### src/rtl/a2d_conv_sched_pkg.sv
// Shared types and helpers for the A2D conversion scheduler.
package a2d_pkg;

    typedef enum logic [1:0] {IDLE, ADDR, GAP, READ} state_t;
    typedef enum logic [1:0] {LFT, RGHT, STEER, BATT} chan_t;

    localparam logic [15:0] READ_CMD = 16'h0000;

    function automatic logic [15:0] build_cmd(input logic [2:0] addr);
        return {2'b00, addr, 11'h000};
    endfunction

    function automatic chan_t next_chan(input chan_t c);
        return chan_t'(c + 2'd1);
    endfunction

    // Sum at 13 bits so the carry survives before halving.
    function automatic logic [11:0] avg12(input logic [11:0] a, input logic [11:0] b);
        logic [12:0] s;
        s = {1'b0, a} + {1'b0, b};
        return s[12:1];
    endfunction

endpackage

### src/rtl/a2d_conv_sched_if.sv
// SPI master handshake as seen by the conversion scheduler.
interface a2d_conv_sched_if;
    logic        wrt;
    logic [15:0] cmd;
    logic        done;
    logic [15:0] rd_data;

    modport master (output wrt, output cmd, input done, input rd_data);
    modport slave  (input wrt, input cmd, output done, output rd_data);
endinterface

### src/rtl/a2d_conv_sched_wdog.sv
// Per-transaction timeout counter; expired flags the last allowed wait cycle.
module a2d_wdog #(
    parameter int TMO_CYC = 1024
) (
    input  logic clk,
    input  logic rst,
    input  logic clr,
    input  logic en,
    output logic expired
);
    localparam int W = (TMO_CYC > 2) ? $clog2(TMO_CYC) : 1;

    logic [W-1:0] cnt;

    always_ff @(posedge clk) begin
        if (rst)
            cnt <= '0;
        else if (clr)
            cnt <= '0;
        else if (en && !expired)
            cnt <= cnt + W'(1);
    end

    assign expired = en && (cnt == W'(TMO_CYC - 1));
endmodule

### src/rtl/a2d_conv_sched.sv
// Round-robin A2D conversion scheduler driving the SPI master (address, then read).
// Optional A2D_LOAD_AVG_EN: load cell results become a running two-sample average.
module a2d_conv_sched
    import a2d_pkg::*;
#(
    parameter int         TMO_CYC  = 1024,
    parameter logic [2:0] CH_LFT   = 3'd0,
    parameter logic [2:0] CH_RGHT  = 3'd4,
    parameter logic [2:0] CH_STEER = 3'd5,
    parameter logic [2:0] CH_BATT  = 3'd6
) (
    input  logic               clk,
    input  logic               rst,
    input  logic               nxt,
    a2d_conv_sched_if.master   spi,
    output logic [11:0]        lft_ld,
    output logic [11:0]        rght_ld,
    output logic [11:0]        steer_pot,
    output logic [11:0]        batt,
    output logic [3:0]         upd,
    output logic               busy,
    output logic               tmo_err
);
    // state | meaning
    // IDLE  | waiting for nxt; ptr selects the channel to convert
    // ADDR  | address transaction in flight, waiting for done
    // GAP   | one cycle: issue the read transaction
    // READ  | read transaction in flight, result stored on done

    state_t      state;
    chan_t       ptr;
    logic        wrt_r;
    logic [15:0] cmd_r;
    logic [2:0]  addr;
    logic [11:0] sample;
    logic        issue;
    logic        wd_en;
    logic        expired;
    logic        unused_rd_hi;

`ifdef A2D_LOAD_AVG_EN
    logic        lft_seen;
    logic        rght_seen;
`endif

    assign sample       = spi.rd_data[11:0];
    assign unused_rd_hi = ^spi.rd_data[15:12];
    assign spi.wrt      = wrt_r;
    assign spi.cmd      = cmd_r;
    assign issue        = ((state == IDLE) && nxt) || (state == GAP);
    assign wd_en        = (state == ADDR) || (state == READ);

    always_comb begin
        addr = CH_LFT;
        case (ptr)
            RGHT:    addr = CH_RGHT;
            STEER:   addr = CH_STEER;
            BATT:    addr = CH_BATT;
            default: addr = CH_LFT;
        endcase
    end

    a2d_wdog #(.TMO_CYC(TMO_CYC)) u_wdog (
        .clk     (clk),
        .rst     (rst),
        .clr     (issue),
        .en      (wd_en),
        .expired (expired)
    );

    always_ff @(posedge clk) begin
        if (rst) begin
            state     <= IDLE;
            ptr       <= LFT;
            wrt_r     <= 1'b0;
            cmd_r     <= 16'h0000;
            busy      <= 1'b0;
            upd       <= 4'b0000;
            tmo_err   <= 1'b0;
            lft_ld    <= 12'h000;
            rght_ld   <= 12'h000;
            steer_pot <= 12'h000;
            batt      <= 12'h000;
`ifdef A2D_LOAD_AVG_EN
            lft_seen  <= 1'b0;
            rght_seen <= 1'b0;
`endif
        end else begin
            wrt_r   <= 1'b0;
            upd     <= 4'b0000;
            tmo_err <= 1'b0;
            case (state)
                IDLE: if (nxt) begin
                    wrt_r <= 1'b1;
                    cmd_r <= build_cmd(addr);
                    busy  <= 1'b1;
                    state <= ADDR;
                end
                ADDR: if (spi.done) begin
                    state <= GAP;
                end else if (expired) begin
                    tmo_err <= 1'b1;
                    busy    <= 1'b0;
                    ptr     <= next_chan(ptr);
                    state   <= IDLE;
                end
                GAP: begin
                    wrt_r <= 1'b1;
                    cmd_r <= READ_CMD;
                    state <= READ;
                end
                READ: if (spi.done) begin
                    case (ptr)
`ifdef A2D_LOAD_AVG_EN
                        LFT: begin
                            lft_ld   <= lft_seen ? avg12(lft_ld, sample) : sample;
                            lft_seen <= 1'b1;
                        end
                        RGHT: begin
                            rght_ld   <= rght_seen ? avg12(rght_ld, sample) : sample;
                            rght_seen <= 1'b1;
                        end
`else
                        LFT:  lft_ld  <= sample;
                        RGHT: rght_ld <= sample;
`endif
                        STEER:   steer_pot <= sample;
                        default: batt      <= sample;
                    endcase
                    upd   <= 4'b0001 << ptr;
                    ptr   <= next_chan(ptr);
                    busy  <= 1'b0;
                    state <= IDLE;
                end else if (expired) begin
                    tmo_err <= 1'b1;
                    busy    <= 1'b0;
                    ptr     <= next_chan(ptr);
                    state   <= IDLE;
                end
                default: state <= IDLE;
            endcase
        end
    end
endmodule

### src/flat_wrapper.sv
// flat-port wrapper written by rule: the top's interface ports become plain ports
module a2d_conv_sched_flat import a2d_pkg::*;
#(
    parameter int         TMO_CYC  = 1024,
    parameter logic [2:0] CH_LFT   = 3'd0,
    parameter logic [2:0] CH_RGHT  = 3'd4,
    parameter logic [2:0] CH_STEER = 3'd5,
    parameter logic [2:0] CH_BATT  = 3'd6
)
  (clk, rst, nxt, lft_ld, rght_ld, steer_pot, batt, upd, busy, tmo_err, spi_wrt, spi_cmd, spi_done, spi_rd_data);
  a2d_conv_sched_if spi_i ();
  input  logic clk;
  input  logic rst;
  input  logic nxt;
  output logic [11:0] lft_ld;
  output logic [11:0] rght_ld;
  output logic [11:0] steer_pot;
  output logic [11:0] batt;
  output logic [3:0] upd;
  output logic busy;
  output logic tmo_err;
  output wire logic [$bits(spi_i.wrt)-1:0] spi_wrt;
  output wire logic [$bits(spi_i.cmd)-1:0] spi_cmd;
  input wire logic [$bits(spi_i.done)-1:0] spi_done;
  input wire logic [$bits(spi_i.rd_data)-1:0] spi_rd_data;
  assign spi_wrt = spi_i.wrt;
  assign spi_cmd = spi_i.cmd;
  assign spi_i.done = spi_done;
  assign spi_i.rd_data = spi_rd_data;
  a2d_conv_sched #(.TMO_CYC(TMO_CYC), .CH_LFT(CH_LFT), .CH_RGHT(CH_RGHT), .CH_STEER(CH_STEER), .CH_BATT(CH_BATT)) u_core (.clk(clk), .rst(rst), .nxt(nxt), .spi(spi_i), .lft_ld(lft_ld), .rght_ld(rght_ld), .steer_pot(steer_pot), .batt(batt), .upd(upd), .busy(busy), .tmo_err(tmo_err));
endmodule
### config.mk
export PLATFORM = sky130hd
export DESIGN_NAME = a2d_conv_sched_flat
export DESIGN_NICKNAME = d
export VERILOG_FILES = /design/src/rtl/a2d_conv_sched_pkg.sv /design/src/rtl/a2d_conv_sched_if.sv /design/src/rtl/a2d_conv_sched_wdog.sv /design/src/rtl/a2d_conv_sched.sv /design/src/flat_wrapper.sv
export SDC_FILE = /design/constraint.sdc
export NUM_CORES = 1
export LEC_CHECK = 0
export ABC_AREA = 1
export CAP_MARGIN = 20
export CORE_MARGIN = 2
export CORE_UTILIZATION = 47
export DETAILED_ROUTE_END_ITERATION = 16
export PLACE_DENSITY = 0.79
export SETUP_SLACK_MARGIN = 0.4
export SLEW_MARGIN = 10
export SYNTH_ARGS = -nofsm -noshare
export SYNTH_HDL_FRONTEND = slang
export SYNTH_HIERARCHICAL = 1
export SYNTH_SLANG_ARGS = --single-unit
export TNS_END_PERCENT = 20
### constraint.sdc
create_clock -name clk -period 1.9 [get_ports clk]
set_input_delay 0.38 -clock clk [delete_from_list [all_inputs] [get_ports clk]]
set_output_delay 0.38 -clock clk [all_outputs]
set_load 0.05 [all_outputs]
== Word-level counts from Yosys, hierarchy flattened ==
Cells that the tools add are included.

* Output and inout bits: 71
* Logic and storage cells: 71
* Register bits: 85
* Bits of input ports: 20
* Bits in latches: 0
* RAM bits: 0
* Memories kept: 0
* Memory bits (read-only): 0

* Add/subtract/negate cells: 2
* Divide/modulo/power cells: 0
* Reduce and logical (&&, ||, !) cells: 23
* Equal/unequal tests: 9
* Multiplexer cells: 20
* Shifts and indexed selects: 1
* Bitwise gates (word level): 4
* Multipliers: 0
* Order comparisons: 0

{| class="wikitable"
|+ Operators with widths
! kind !! count
|-
| $pmux 16 s2 || 1
|-
| $mux 16 || 1
|-
| $reduce_and 3->1 || 5
|-
| $mux 2 || 7
|-
| $add 10x1->10 const B || 1
|-
| $eq 10x10->1 const B || 1
|-
| $pmux 3 s3 || 1
|-
| $reduce_or 3->1 || 3
|-
| $eq 2x2->1 const B || 4
|-
| $pmux 2 s4 || 1
|-
| $mux 1 || 6
|-
| $eq 2x1->1 const B || 2
|-
| $logic_not 2->1 || 2
|-
| $ne 2x2->1 const B || 2
|-
| $not 1->1 || 4
|-
| $pmux 2 s2 || 1
|-
| $reduce_and 2->1 || 2
|-
| $reduce_bool 2->1 || 2
|-
| $reduce_or 2->1 || 2
|-
| $shl 1x2->4 const A || 1
|-
| $logic_and 1x1->1 || 3
|-
| $pmux 1 s3 || 1
|-
| $reduce_bool 3->1 || 1
|-
| $add 2x1->2 const B || 1
|-
| other kinds (3) || 4
|}

== Logic depth before layout (Yosys ltp) ==
Gate-level depths: netlist of run 1.

* Depth after elaboration: 6
* Mapped depth: 11
* Depth with buffers taken out: 11

== Hierarchy ==
Netlist of run 1, hierarchy kept.

{| class="wikitable"
|+ By module, submodules not included
! module !! cells each !! sequential area each (um^2) !! times used !! area each (um^2)
|-
| a2d_conv_sched || 351 || 1,241.2 || 1 || 2,553.7
|-
| a2d_wdog || 91 || 200.2 || 1 || 603.1
|}

== Worst setup path after synthesis of run 1 ==
OpenSTA, ideal clock, no wires.

* Path type: reg2reg
* Start point: register u_core.state[0]
* End point: register u_core.ptr[0]
* Required time: 1.787 ns
* Data arrival time: 1.476 ns
* Period minus slack after synthesis: 1.589 ns
* Setup slack: 0.311 ns
* Buffers on the path: 2
* Cell stages (with the launch flop): 10
* Cells stage by stage: dfxtp_1 -> dlygate4sd1_1 -> buf_4 -> inv_1 -> nor4_1 -> inv_1 -> nand2_1 -> nand2_1 -> nor2_1 -> nor2_1

* Cells in the longest elaborated chain, start to end: 6

{| class="wikitable"
|+ RTL lines
! item !! RTL line !! text
|-
| start: declaration || a2d_conv_sched.sv:30 || <nowiki>state_t state;</nowiki>
|-
| start signal: assignment || a2d_conv_sched.sv:73 || <nowiki>state <= IDLE;</nowiki>
|-
| start signal: assignment || a2d_conv_sched.sv:97 || <nowiki>state <= ADDR;</nowiki>
|-
| start signal: assignment || a2d_conv_sched.sv:100 || <nowiki>state <= GAP;</nowiki>
|-
| $eq 2x1->1 or $eq 2x2->1 (tied branches) || a2d_conv_sched.sv:51 || <nowiki>assign wd_en = (state == ADDR) || (state == READ);</nowiki>
|-
| $logic_or 1x1->1 (*) || a2d_conv_sched.sv:51 ||
|-
| named net u_core.wd_en || a2d_conv_sched.sv:37 || <nowiki>logic wd_en;</nowiki>
|-
| $logic_and 1x1->1 (*) || a2d_conv_sched_wdog.sv:24 || <nowiki>assign expired = en && (cnt == W'(TMO_CYC - 1));</nowiki>
|-
| named net u_core.expired || a2d_conv_sched.sv:38 || <nowiki>logic expired;</nowiki>
|-
| $mux 2 (*) || n/a ||
|-
| $mux 2 (on tied branches) || n/a ||
|-
| $pmux 2 s2 (*) || a2d_conv_sched.sv:92 || <nowiki>case (state)</nowiki>
|-
| end signal: assignment || a2d_conv_sched.sv:104 || <nowiki>ptr <= next_chan(ptr);</nowiki>
|-
| end signal: assignment || a2d_conv_sched.sv:131 || <nowiki>ptr <= next_chan(ptr);</nowiki>
|-
| end signal: assignment || a2d_conv_sched.sv:137 || <nowiki>ptr <= next_chan(ptr);</nowiki>
|-
| end: declaration || a2d_conv_sched.sv:31 || <nowiki>chan_t ptr;</nowiki>
|}

The timed path passes the listed nets; every way through them passes the cells marked *. The select of a mux whose other input is x is not followed.
A chain may end at the register's enable or synchronous reset.

== Worst setup path in the final report of run 1 ==
* Start point: register u_core.batt[8]
* End point: output port batt[8]

{| class="wikitable"
|+ RTL lines
! item !! RTL line !! text
|-
| start: declaration || a2d_conv_sched.sv:19 || <nowiki>output logic [11:0] batt,</nowiki>
|-
| start signal: assignment || a2d_conv_sched.sv:128 || <nowiki>default: batt <= sample;</nowiki>
|-
| end: declaration || flat_wrapper.sv:18 || <nowiki>output logic [11:0] batt;</nowiki>
|}

No word-level cell between the ends.

==> results of run 1 <==
[state kept, by name (all words and copies together), names as in the netlist]
register / count
u_core/busy: 1
u_core/u_wdog/cnt: 10
u_core/spi.cmd: 3
u_core/state: 2
u_core/ptr: 2
u_core/steer_pot: 12
u_core/rght_ld: 12
u_core/spi.wrt: 1
u_core/lft_ld: 12
u_core/upd: 4
u_core/tmo_err: 1
u_core/batt: 12
[where the power goes]
part           switching (µW)  internal (µW)
sequential               27.9           1530
clock                     556            582
combinational             233            100
total                     817           2210
[final timing paths]
path         slack (ps)  cells after the start                  from                  to
min reg2reg         470                      2    u_core/spi.cmd[12]  u_core/spi.cmd[12]
max                 330                      1        u_core/batt[8]             batt[8]
max reg2reg         340                     11  u_core/u_wdog/cnt[1]       u_core/ptr[1]
min                 470                      2    u_core/spi.cmd[12]  u_core/spi.cmd[12]
[metrics by stage]
stage	instance area, µm²	power (µW)	util	hold slack, ps
final	4140	3030	0.644	470
after detailed placement	3860	1930	0.601	459
after global placement	3860	1920	0.601	456
after CTS	4060	3050	0.632	468
after floorplan	3210	1840	-	460
after global routing	4140	3170	0.644	492
[logic make-up after synthesis]
| logic type | after synthesis | share of synthesized area |
|---|---|---|
| other | 1 | 0.00119 |
| and+or+nand+nor | 269 | 0.358 |
| DFF | 72 | 0.457 |
| adders and majority gates | 7 | 0.0277 |
| AOI/OAI and AO/OA | 25 | 0.0396 |
| buffers and inverters | 68 | 0.117 |
[layer usage]
layer | part of all wire | up-vias
met5 | 0 | -
met2 | 0.49 | 66
met1 | 0.44 | 1288
li1 | - | 1465
met4 | 0.011 | 0
met3 | 0.058 | 5
[synthesized netlist by cell type (2+ instances only)]
| cell type | number |
|---|---|
| nand4_1 | 2 |
| a21oi_1 | 12 |
| buf_6 | 7 |
| clkbuf_1 | 2 |
| ha_1 | 7 |
| o21ai_0 | 12 |
| inv_2 | 6 |
| nor2_2 | 4 |
| nand3_4 | 2 |
| nor2_1 | 125 |
| inv_1 | 31 |
| nand3_1 | 11 |
| nand2_2 | 3 |
| dfxtp_1 | 72 |
| nand3b_1 | 2 |
| nor2_4 | 5 |
| buf_2 | 4 |
| buf_4 | 14 |
| nand2_1 | 112 |
| buf_1 | 2 |
[timing repair]
| action | in CTS | in global routing |
|---|---|---|
| resized for setup | 74 | 28 |
| setup endpoints to repair | 43 | 62 |
| pin swaps | 0 | 7 |
| setup buffers | 1 | 5 |
| hold buffers | 0 | 0 |
[layout make-up]
cell class              count  area, µm²
repair buffers             86        803
multi-input cells         314       1450
inverters                  38        145
flip-flops and latches     72       1450
well taps                  77       96.3
clock inverters             4       27.5
fillers                   573       2290
clock buffers              11        163
==> results.py, run 1 <==
metrics = {
    "timing": {
        "setup_slack_ps": 328,
        "setup_tns_ps": 0,
        "slew_violations": 0,
        "skew_ps": 11.5,
        "hold_violations": 0,
        "rsz0062_at_grt": "yes",
        "min_period_over_period": 0.828,
        "fmax_mhz": 636,
        "finalCriticalPeriod_ps": 1570,
        "setup_viol": 0,
    },
    "route": {
        "vias": 2824,
        "drc": 0,
        "antenna_left": 0,
        "drt-wirelength-per-cell_um": 11.9,
        "drt_pre_antenna_iters": 5,
        "via_per_inst": 4.69,
        "drt_iter0_markers": 175,
        "totalWireLength_mm": 7.15,
    },
    "grt": {
        "grt_overflow": 0,
        "first_global_vias": 2581,
        "grt_pass1_wl_mm": 11.7,
        "use_met2": 0.321,
        "track_usage": 0.199,
        "grt_use_met3": 0.0558,
        "antenna_found_initial": 0,
        "top_usage_layer": "met2",
        "grtUsageMet1": 0.256,
        "grt_max_degree": 38,
    },
    "pwr": {
        "leakagePower_uw": 0.00191,
        "ir_drop_v": 0.000420,
        "powerDensity_nw_per_um2": 733,
    },
    "outcome": {
        "status": "finished, final reports clean",
    },
    "layout": {
        "layoutNonFillerInstCount": 602,
        "fin_nets": 548,
        "final_common_cell": "nor2_1",
        "final_layout_size_suffix_gt1_frac": 0.179,
        "final_cell_mix": "nor2_1, nand2_1, dfxtp_1, inv_1, buf_4",
        "antenna_cells": 0,
        "area_delta_synth_final_pct": 31.0,
    },
    "critical_path": {
        "cp.required_ps": 1520,
        "crit_slowest_cell": "clkdlybuf4s15_1",
        "startpoint_type": "flip-flop",
        "setup.worst_path.class": "reg -> out",
        "cp_max_fo": 2,
        "cp_num_buf_inv": 1,
        "worstPathCellList": "clkdlybuf4s15_1",
        "end_kind": "output pin",
        "critical_path_arrival_ps": 1190,
        "cp_top_family": "buffers and inverters",
        "cpPeakStageDelay_ps": 510,
    },
    "placement": {
        "portBuffers": 73,
        "dpl.cell_count": 581,
        "hpwl_mm": 5.06,
        "place_ws_ps": 118,
        "gp_congestion": 0.799,
    },
    "synth": {
        "synth_flop_cell": "dfxtp_1",
        "yosysSeqAreaShare": 0.457,
        "synth_top_cell_area_share": 0.457,
        "synth_edf_count": 0,
        "synth_area_um2": 3160,
        "syn_area_per_cell_um2": 7.14,
        "syn_inst": 442,
        "async_flop_share": 0,
        "yosys_register_bits": 72,
        "synth_top_area_cell": "dfxtp_1",
        "netlist_top_cells_area": "dfxtp_1, nor2_1, nand2_1, inv_1, buf_4",
        "yosys.cell_types.count": 27,
        "ys_warn_count": 6,
    },
    "clock_tree": {
        "path_clk_slew_ps": 70,
        "clockBufferDepth": 2,
        "clock_sinks": 72,
        "insertion_delay_ps": 340,
        "cts_tree": "built",
        "htreeDepth": 3,
        "cts_buffers": 9,
        "root_buffer": "clkbuf_8",
    },
    "floorplan": {
        "die_h_um": 86.0,
        "core_area_um2": 6420,
        "initial_core_util": 0.492,
        "die_width_um": 86.0,
        "num_io_pins": 91,
        "die_area_um2": 7390,
        "row_count": 29,
    },
    "min_path": {
        "min_path_type": "reg -> reg",
    },
    "flow_run": {
        "maxCapViolCount": 0,
    },
}
(Power assumes the default switching activity.)
==> run 2, diff against run 1 <==
Settings changed: CORE_UTILIZATION 47 to 43, PLACE_DENSITY 0.79 to 0.76.
Clock period 1.9 ns to 1.31 ns, I/O delays scaled along.
==> run 2 against run 1 <==
  * The run now ends with negative setup slack left
  * Sequential cell count is the same
  * Via count increased by 5.9%
  * Wire length up 12%
  * Non-clock buffer count rose by 22
==> results.py, run 2 (synthesized netlist as in run 1, its figures left out) <==
metrics = {
    "clock_tree": {
        "clock_sinks": 72,
        "path_clk_slew_ps": 70,
        "cts_buffers": 9,
        "root_buffer": "clkbuf_8",
        "htreeDepth": 3,
        "cts_tree": "built",
        "postCtsHoldBufs": 0,
        "insertion_delay_ps": 340,
        "clockBufferDepth": 2,
    },
    "pwr": {
        "ir_drop_v": 0.000760,
        "power.switching_uw": 1230,
        "clkPwrFrac": 0.403,
        "p_seq_frac": 0.477,
        "powerDensity_nw_per_um2": 925,
        "swShare": 0.259,
        "pwr-share-comb": 0.120,
        "p_int_uw": 3530,
        "leakagePower_uw": 0.00222,
    },
    "route": {
        "vias": 2990,
        "antenna_left": 0,
        "drt_pre_antenna_iters": 4,
        "drc": 0,
        "drt-wirelength-per-cell_um": 12.3,
        "drt_iter0_markers": 171,
        "via_per_inst": 4.61,
        "totalWireLength_mm": 7.99,
    },
    "timing": {
        "setup_viol": 27,
        "fmax_mhz": 702,
        "setup_tns_ps": -980,
        "skew_ps": 5.80,
        "slew_violations": 0,
        "rsz0062_at_grt": "yes",
        "finalCriticalPeriod_ps": 1420,
        "min_period_over_period": 1.09,
        "setup_slack_ps": -115,
        "hold_violations": 0,
    },
    "layout": {
        "nFillCells": 500,
        "fin_area_um2": 5150,
        "final_layout_size_suffix_gt1_frac": 0.373,
        "final_cell_mix": "nor2_1, nand2_1, buf_12, dfxtp_2, buf_4",
        "antenna_cells": 0,
        "area_delta_synth_final_pct": 63.2,
        "fin_nets": 571,
        "final_common_cell": "nor2_1",
    },
    "placement": {
        "postPlaceCellArea_um2": 4730,
        "portBuffers": 73,
        "hpwl_mm": 5.61,
        "gp_congestion": 0.778,
        "place_ws_ps": -306,
    },
    "grt": {
        "grt_overflow": 0,
        "first_global_vias": 2751,
        "grt_max_degree": 44,
        "track_usage": 0.202,
        "grt_pass1_wl_mm": 12.3,
        "antenna_found_initial": 0,
    },
    "floorplan": {
        "initial_core_util": 0.440,
        "die_area_um2": 8040,
        "num_io_pins": 91,
        "core_area_um2": 7180,
        "die_h_um": 89.7,
        "row_count": 31,
        "die_width_um": 89.7,
    },
    "critical_path": {
        "cp.required_ps": 1550,
        "cp_max_fo": 8,
        "r2r_end": "u_core/u_wdog/cnt[1]",
        "reg2reg_slack_ps": -110,
        "crit_start": "u_core/u_wdog/cnt[1]",
        "setup.worst_path.class": "reg -> reg",
        "end_kind": "flip-flop",
        "endpoint": "u_core/u_wdog/cnt[1]",
        "critical_path_arrival_ps": 1670,
        "r2r_start": "u_core/u_wdog/cnt[1]",
        "reg2reg_depth": 9,
        "startpoint_type": "flip-flop",
    },
    "outcome": {
        "failed_checks": "negative setup slack",
        "status": "finished, violations left",
    },
    "min_path": {
        "min_path_type": "reg -> reg",
    },
    "flow_run": {
        "maxCapViolCount": 0,
    },
}
run 2: cell types whose count changed in the layout (fill, tap and decap cells not counted), sizes merged:
cell	previous run	this run
bufinv	0	2
clkdlybuf4s50	15	14
clkbuf	17	10
inv	37	39
clkinvlp	0	1
clkdlybuf4s15	24	0
dlygate4sd2	9	1
nand3	14	15
buf	32	93
clkinv	5	2
run 2: worst min-delay path by stage:
| stage | cells after the start | startpoint | to | slack [ps] |
|---|---|---|---|---|
| floorplan | 2 | spi_rd_data[0] | u_core/batt[0] | 400 |
| global placement | 1 | u_core/ptr[0] | u_core/upd[0] | 480 |
| detailed placement | 1 | u_core/ptr[0] | u_core/upd[0] | 490 |
| CTS | 2 | u_core/spi.cmd[11] | u_core/spi.cmd[11] | 490 |
| global route | 2 | u_core/rght_ld[4] | u_core/rght_ld[4] | 520 |
| finish | 2 | u_core/spi.cmd[13] | u_core/spi.cmd[13] | 500 |
run 2: area by class of cell:
class                           instances  area [µm²]  area share
Tap cell                               99         124      0.0240
Clock inverter                          6        91.3      0.0177
Clock buffer                           10         128      0.0248
Multi-Input combinational cell        315        1510       0.292
Sequential cell                        72        1520       0.295
Inverter                               38         145      0.0282
Timing Repair Buffer                  108        1640       0.318
run 2: worst max-delay path, cell delays in order (launching register included):
cell and delay, ps:
dfxtp_2 360, ha_4 150, nand2_4 60, buf_6 120, nor2_4 160, nand3_4 170
nand2_2 120, inv_2 40, nor2_1 90, nor2_1 50
run 2: layer usage:
metal / vias up / part of all wire / track usage / routed length (µm)
met4: 0 / 0.023 / 0.102 / 180
met1: 1371 / 0.42 / 0.242 / 3360
met5: - / 0 / 0 / 0
met3: 15 / 0.044 / 0.0475 / 348
met2: 87 / 0.51 / 0.338 / 4110
li1: 1517 / - / - / -
run 2: what timing repair did:
action / CTS / global route
resized for setup: 67 / 10
gates cloned: 1 / 0
buffers inserted: 2 / 2
endpoints found under the setup margin: 130 / 130
pin swaps: 10 / 8
run 2: power by group through the flow:
stage | clock [µW] | combinational, µW | sequential [µW]
after CTS | 1950 | 570 | 2270
final | 1920 | 573 | 2270
after floorplan | 0 | 310 | 2370
after global routing | 2030 | 617 | 2280
after detailed placement | 0 | 563 | 2320
after global placement | 0 | 550 | 2320
run 2: through the flow:
stage          hold WS [ps]  total power (µW)  cells   util
6_report                495              4760    648  0.718
3_5_place_dp            485              2890    627  0.659
5_1_grt                 517              4930    648  0.718
3_3_place_gp            483              2870    627  0.659
2_1_floorplan           396              2680    454      -
4_1_cts                 490              4790    646  0.710
==> run 3, diff against run 2 <==
Settings changed: CORE_UTILIZATION 43 to 28, PLACE_DENSITY 0.76 to 0.54.
==> run 3 against run 2 <==
  * The run still ends with negative setup slack left
  * Combinational power grew 2%
  * Core utilization shrank 23 points
  * Register-to-register slack better by 60 ps
  * Sequential share of layout area fell by 0.85 points
==> results.py, run 3 (synthesized netlist as in run 1, its figures left out) <==
metrics = {
    "placement": {
        "portBuffers": 73,
        "hpwl_mm": 5.97,
        "gp_congestion": 0.799,
    },
    "clock_tree": {
        "cts_buffers": 9,
        "path_clk_slew_ps": 60,
        "htreeDepth": 3,
        "insertion_delay_ps": 330,
        "cts_tree": "built",
        "clockBufferDepth": 2,
        "root_buffer": "clkbuf_16",
        "clock_sinks": 72,
    },
    "critical_path": {
        "reg2reg_depth": 9,
        "startpoint_type": "flip-flop",
        "r2r_start": "u_core/u_wdog/cnt[0]",
        "cp_max_fo": 8,
        "end_kind": "flip-flop",
        "critical_path_arrival_ps": 1590,
        "setup.worst_path.class": "reg -> reg",
        "reg2reg_slack_ps": -50,
        "r2r_end": "u_core/u_wdog/cnt[0]",
        "cp.required_ps": 1530,
    },
    "route": {
        "drt-wirelength-per-cell_um": 12.1,
        "drt_pre_antenna_iters": 6,
        "drt_iter0_markers": 81,
        "drc": 0,
        "via_per_inst": 4.24,
        "totalWireLength_mm": 8.38,
        "vias": 2936,
        "antenna_left": 0,
    },
    "grt": {
        "antenna_found_initial": 0,
        "grt_max_degree": 38,
        "grt_use_met3": 0.0382,
        "top_usage_layer": "met2",
        "grtUsageMet1": 0.184,
        "grt_pass1_wl_mm": 13.4,
        "track_usage": 0.145,
        "first_global_vias": 2809,
        "use_met2": 0.226,
        "grt_overflow": 0,
    },
    "timing": {
        "min_period_over_period": 1.04,
        "finalCriticalPeriod_ps": 1360,
        "slew_violations": 0,
        "setup_tns_ps": -198,
        "skew_ps": 4.95,
        "hold_violations": 0,
        "rsz0062_at_grt": "yes",
        "setup_viol": 10,
        "fmax_mhz": 734,
        "setup_slack_ps": -51.9,
    },
    "layout": {
        "fin_nets": 575,
        "final_layout_size_suffix_gt1_frac": 0.403,
        "final_cell_mix": "nor2_1, nand2_1, buf_12, dfxtp_2, buf_4",
        "nFillCells": 1052,
        "area_delta_synth_final_pct": 70.0,
        "final_common_cell": "nor2_1",
        "antenna_cells": 0,
        "multi_input_area_um2": 1520,
        "seq_area_um2": 1540,
    },
    "pwr": {
        "ir_drop_v": 0.000681,
        "finalPower_uw": 5480,
        "leakagePower_uw": 0.00232,
        "powerDensity_nw_per_um2": 1020,
    },
    "min_path": {
        "hold_depth": 2,
        "min_path_type": "reg -> reg",
        "holdPathEnd": "u_core/spi.cmd[11]",
        "hp-start": "u_core/spi.cmd[11]",
    },
    "floorplan": {
        "core_area_um2": 10900,
        "die_width_um": 110,
        "num_io_pins": 91,
        "die_area_um2": 12100,
        "initial_core_util": 0.289,
        "row_count": 38,
        "die_h_um": 110,
    },
    "flow_run": {
        "maxCapViolCount": 0,
    },
    "outcome": {
        "failed_checks": "negative setup slack",
        "status": "finished, violations left",
    },
}
run 3: area by class of cell:
cell class              count  area share
flip-flops and latches     72       0.286
repair buffers            112       0.312
well taps                 140      0.0326
multi-input cells         315       0.282
clock buffers              10      0.0445
inverters                  38      0.0270
clock inverters             6      0.0152
run 3: worst max-delay path by stage:
stage | start | end | slack [ps]
2_1_floorplan | u_core/u_wdog/cnt[1] | u_core/ptr[0] | -110
4_1_cts | u_core/u_wdog/cnt[0] | u_core/ptr[1] | -70
3_5_place_dp | spi_done | u_core/batt[3] | -270
6_report | u_core/u_wdog/cnt[0] | u_core/u_wdog/cnt[0] | -50
5_1_grt | u_core/u_wdog/cnt[0] | u_core/ptr[0] | -180
3_3_place_gp | spi_done | u_core/rght_ld[10] | -240
run 3: timing repair:
item | CTS | global route
buffers inserted | 3 | 0
cloned | 1 | 1
endpoints found under the setup margin | 130 | 130
hold endpoints to repair | 0 | 0
resized for setup | 80 | 14
hold buffers | 0 | 0
pin swaps | 14 | 8
run 3: stage by stage:
step	std cells	utilization	cell area (µm²)	setup WS [ps]	hold WS (ps)
global placement	672	0.440	4810	-242	495
CTS	692	0.485	5300	-66.6	485
finish	693	0.491	5370	-51.9	483
global route	693	0.491	5370	-184	497
detailed placement	672	0.440	4810	-269	496
floorplan	454	-	3240	-113	396
run 3: routing by layer:
metal | share of wire | vias up
li1 | - | 1524
met1 | 0.45 | 1326
met2 | 0.47 | 70
met3 | 0.057 | 16
met4 | 0.028 | 0
met5 | 0 | -
run 3: power breakdown:
| group | total (µW) | switching, µW | internal, µW |
|---|---|---|---|
| Sequential | 2270 | 46.6 | 2220 |
| Clock | 2620 | 914 | 1710 |
| Combinational | 587 | 358 | 230 |
| Total | 5480 | 1320 | 4160 |
run 3: critical path, stage by stage (launching register included):
cell and delay [ps]:
dfxtp_2 350, ha_4 150, nand2_4 60, buf_4 130
nor2_4 130, nand3_4 170, nand2_2 90, inv_1 50
nor2_1 80, nor2_1 40
